==> src/rtl/fetch_stage.sv <==
// fetch_stage: PC generation, instruction-memory request and IF/ID register with
// stall buffering and redirect kill of in-flight requests.
module fetch_stage #(
  parameter logic [31:0] RESET_PC = 32'h0000_0000,
  parameter logic [31:0] NOP_INST = 32'h0000_0013
) (
  input  logic        clk,
  input  logic        rst,
  input  logic [1:0]  pcSel,
  input  logic [31:0] bpc,
  input  logic [31:0] jpc,
  input  logic        pcStall,
  input  logic        ifidStall,
  output logic        imemReq,
  output logic [31:0] imemAddr,
  input  logic        imemReady,
  input  logic [31:0] imemData,
  output logic [31:0] dinst,
  output logic [31:0] dpc,
  output logic        dvalid
);
  typedef enum logic [1:0] {FETCH, HOLD, KILL} state_t;
  state_t      state_q, state_d;
  logic [31:0] pc_q, pc_d, addr_q, addr_d, buf_q, buf_d;
  logic [31:0] dinst_q, dinst_d, dpc_q, dpc_d;
  logic        dvalid_q, dvalid_d;
  logic        redir, stall, kill_next;
  logic [31:0] tgt, pc_inc;
  assign redir     = (pcSel == 2'b01) || (pcSel == 2'b10);
  assign tgt       = {(pcSel == 2'b01) ? bpc[31:2] : jpc[31:2], 2'b00};
  assign stall     = pcStall | ifidStall;
  assign pc_inc    = pc_q + 32'd4;
  // An unanswered request must stay on the bus, so a redirect during it parks in KILL.
  assign kill_next = (state_q != HOLD) && !imemReady;
  always_comb begin
    state_d  = state_q;
    pc_d     = pc_q;
    addr_d   = addr_q;
    buf_d    = buf_q;
    dinst_d  = dinst_q;
    dpc_d    = dpc_q;
    dvalid_d = dvalid_q;
    if (redir) begin
      pc_d     = tgt;
      addr_d   = kill_next ? addr_q : tgt;
      state_d  = kill_next ? KILL : FETCH;
      dinst_d  = NOP_INST;
      dpc_d    = '0;
      dvalid_d = 1'b0;
    end else begin
      case (state_q)
        FETCH: begin
          if (imemReady && stall) begin
            buf_d   = imemData;
            state_d = HOLD;
          end else if (imemReady) begin
            dinst_d  = imemData;
            dpc_d    = pc_q;
            dvalid_d = 1'b1;
            pc_d     = pc_inc;
            addr_d   = pc_inc;
          end else if (!stall) begin
            dinst_d  = NOP_INST;
            dpc_d    = '0;
            dvalid_d = 1'b0;
          end
        end
        HOLD: begin
          if (!stall) begin
            dinst_d  = buf_q;
            dpc_d    = pc_q;
            dvalid_d = 1'b1;
            pc_d     = pc_inc;
            addr_d   = pc_inc;
            state_d  = FETCH;
          end
        end
        KILL: begin
          if (!ifidStall) begin
            dinst_d  = NOP_INST;
            dpc_d    = '0;
            dvalid_d = 1'b0;
          end
          if (imemReady) begin
            addr_d  = pc_q;
            state_d = FETCH;
          end
        end
        default: state_d = FETCH;
      endcase
    end
  end
  always_ff @(posedge clk) begin
    if (rst) begin
      state_q  <= FETCH;
      pc_q     <= RESET_PC;
      addr_q   <= RESET_PC;
      buf_q    <= '0;
      dinst_q  <= NOP_INST;
      dpc_q    <= '0;
      dvalid_q <= 1'b0;
    end else begin
      state_q  <= state_d;
      pc_q     <= pc_d;
      addr_q   <= addr_d;
      buf_q    <= buf_d;
      dinst_q  <= dinst_d;
      dpc_q    <= dpc_d;
      dvalid_q <= dvalid_d;
    end
  end
  assign imemReq  = (state_q != HOLD);
  assign imemAddr = addr_q;
  assign dinst    = dinst_q;
  assign dpc      = dpc_q;
  assign dvalid   = dvalid_q;
endmodule

==> config.mk <==
export PLATFORM = sky130hd
export DESIGN_NAME = fetch_stage
export DESIGN_NICKNAME = d
export VERILOG_FILES = /design/src/rtl/fetch_stage.sv
export SDC_FILE = /design/constraint.sdc
export NUM_CORES = 1
export LEC_CHECK = 0
export BUFFER_PORTS_ARGS = -buffer_cell sky130_fd_sc_hd__buf_4
export CAP_MARGIN = 20
export CORE_MARGIN = 2
export CORE_UTILIZATION = 47
export DETAILED_ROUTE_END_ITERATION = 16
export PLACE_DENSITY = 0.76
export SLEW_MARGIN = 20
export SYNTH_ARGS = -nofsm -noshare
export SYNTH_HDL_FRONTEND = slang
export SYNTH_SLANG_ARGS = --single-unit
==> constraint.sdc <==
create_clock -name clk -period 2.17 [get_ports clk]
set_input_delay 0.3255 -clock clk [delete_from_list [all_inputs] [get_ports clk]]
set_output_delay 0.3255 -clock clk [all_outputs]
set_load 0.05 [all_outputs]
==> run metrics <==
clock root cell clkbuf_16; WL met1 10.0 mm; Hold Vio Cnt, Final 0; via count 7844; first-pass GRT wire length 37.5 mm; Compound-Gate Fraction of Synth Area 22.9%; Max Cap Violations 0; post-synthesis instance total 940; total leakage power 4.16 nW; final-stage net count roughly 1300; DR top layer met4; critical path arrival 2500 ps; metal3 WL roughly 1.9 mm; Post-DRT Antenna Nets 0; Overall Global Routing Usage 26.8%; Hold Path Class in2reg; worst-skew pair later-pin latency 430 ps; Worst Path Class, Setup reg2reg; synthesized area 7660 um2; Tot Pwr 8.02 mW; routability cong. 0.909; DRT iter0 DRCs 634; post-synthesis xor/xnor area fraction 3.89%; Peak Freq 0.472 GHz; die height between 100 and 150 um; n_diodes 0; Post-synth EDFFs 0; worst hold start imemData[14]; Post-synth ARST share 0%; FF-to-FF setup slack 50 ps; Period minus WS final between 2000 and 2500 ps; RSZ-0062 raised after global routing true; grt total ovfl 0; Crit path required time 2550 ps; routed wire length per instance 17.3 um; worst-case vdd ir drop between 0.5 and 0.6 mV; CTS sink count 157; vias per cell around 5.7; Critical path origin state_q[0]; most frequent cell after synthesis dfxtp_1; Final Max Tran Viols 0; Reg2Reg Depth 8; die area 17300 um2; post-synthesis sequential area ratio about 41%; Crit Path Max Fanout 5; DIE WIDTH ~130 um; Reg-to-Reg Start state_q[0]; Final Non-Filler Cells 1374; Cell variety after synth 64; Synth Flop Type dfxtp_1; crit path capture type flop; Post-Synth Adder-Cell Area less than 1%; # DRC 0; H-tree Lvls 4; Post-synth top cells dfxtp_1, nand2_1, nor2_1; cell count after placement roughly 1300; PortBufs 192; Clock Tree Buf Depth 2; WHS Path Cells 3; CTS buffer count 17; share of cells above drive strength 1 30.6%; clk_skew 11.2 ps; CORE AREA 15900 um2; Hold Path Sink buf_q[14]; Startpoint Class flop; Post-CTS Hold Buffers 0; vias in the first global route 7346; Synth Warn # 0; largest cells by area after synthesis dfxtp_1, a21oi_1, nand2_1; simple-gate share of the synthesized area 22.3%; Final Cycle Share 97.6%; Avg Cell Area, Syn between 8 and 9 um2; largest net degree at the start of global routing 98; synthesis-to-finish area growth 35.5%; Reg clk slew, reported paths about 70 ps; Pre-antenna DRT Iters 5; row cnt between 40 and 50; outcome complete, no violations; #FFs+latches synth 157; final HPWL from detailed placement 16.4 mm; # setup viols final 0; final WL 23.8 mm; Ports roughly 200; post-synth top area cell dfxtp_1; reg2reg end imemAddr[16]; wire length on met2 11.2 mm; Initial Util 48.2%; multiplexer share of the synthesized area under 10%; combinational family with the most area after synthesis compound AO/OA/AOI/OAI gates; initial antenna violation count 0; Yosys top cell area share 41.0%; Power Density 773 nW/um2; TritonCTS clock tree yes
-- layer usage --
metal  global-route usage [%]  vias to the layer above
met4                     9.36                        0
met2                     44.1                      348
li1                         -                     3795
met1                     34.4                     3654
met5                        0                        -
met3                     6.48                       47
-- worst max-delay path by stage --
stage                    to  cells past startpoint
6_report       imemAddr[16]                      8
5_1_grt        imemAddr[16]                      8
4_1_cts        imemAddr[16]                      8
3_5_place_dp   imemAddr[18]                     10
3_3_place_gp   imemAddr[10]                      9
2_1_floorplan  imemAddr[10]                      9
-- critical path: stages, from the launching register on --
cell	delay, ps
dfxtp_2	340
inv_1	70
ha_1	240
nand4b_1	320
nor4_2	280
xnor2_1	120
a2111oi_1	430
buf_4	190
a21o_1	80
-- state kept, by name, summed over array words and instances, names as in the netlist --
signal and flops:
imemAddr 30, dinst 32, dpc 30, buf_q 32, dvalid 1, state_q 2
pc_q 30
-- kinds of logic after synthesis --
kind of cell / count (synthesis)
adder cells (fa/ha/maj): 5
multiplexers: 23
buffers and inverters: 108
AO/OA/AOI/OAI: 265
flip-flops: 157
XOR/XNOR: 34
other: 1
AND/OR/NAND/NOR: 347
-- repair_timing --
item | CTS | global route
buffers inserted | 0 | 2
endpoints found under the setup margin | 0 | 65
gates resized for setup | 0 | 14
-- area by class of cell --
type	count	area (um2)
clock buffer	19	443
clock inverter	13	108
fill	1377	5510
inverter	12	45.0
multi-input combinational	678	4140
sequential	157	3150
tap	216	270
timing repair buffer	279	2220
-- cells in the final DEF, fill, tap and decap left out, drive strengths merged, types with 20 or more instances in the layout --
cell type,instances
buf,278
nor3,53
o21ai,34
nand2,106
a221oi,33
dfxtp,157
clkbuf,20
a211oi,28
a21oi,89
a22oi,31
nand3,22
nor2,90
-- per-stage QoR --
| stage | util, % | hold slack [ps] | worst slack (ps) | setup TNS (ps) | area, um2 |
|---|---|---|---|---|---|
| global placement | 61.2 | 441 | -14.1 | -30.9 | 9720 |
| global route | 65.3 | 146 | -138 | -145 | 10400 |
| floorplan | - | 436 | 14.4 | 0 | 7680 |
| detailed placement | 61.2 | 446 | -55.1 | -225 | 9720 |
| CTS | 64.6 | 135 | 9.82 | 0 | 10300 |
| finish | 65.3 | 145 | 51.9 | 0 | 10400 |
-- report_power, final --
part | total [mW] | switching [mW] | leakage [nW] | internal (mW)
registers | 3.23 | 0.152 | 1.28 | 3.07
logic | 1.98 | 1.22 | 2.61 | 0.758
clock network | 2.82 | 1.30 | 0.265 | 1.52
total | 8.02 | 2.67 | 4.16 | 5.35
No activity file was read; power rests on OpenSTA's default activity.
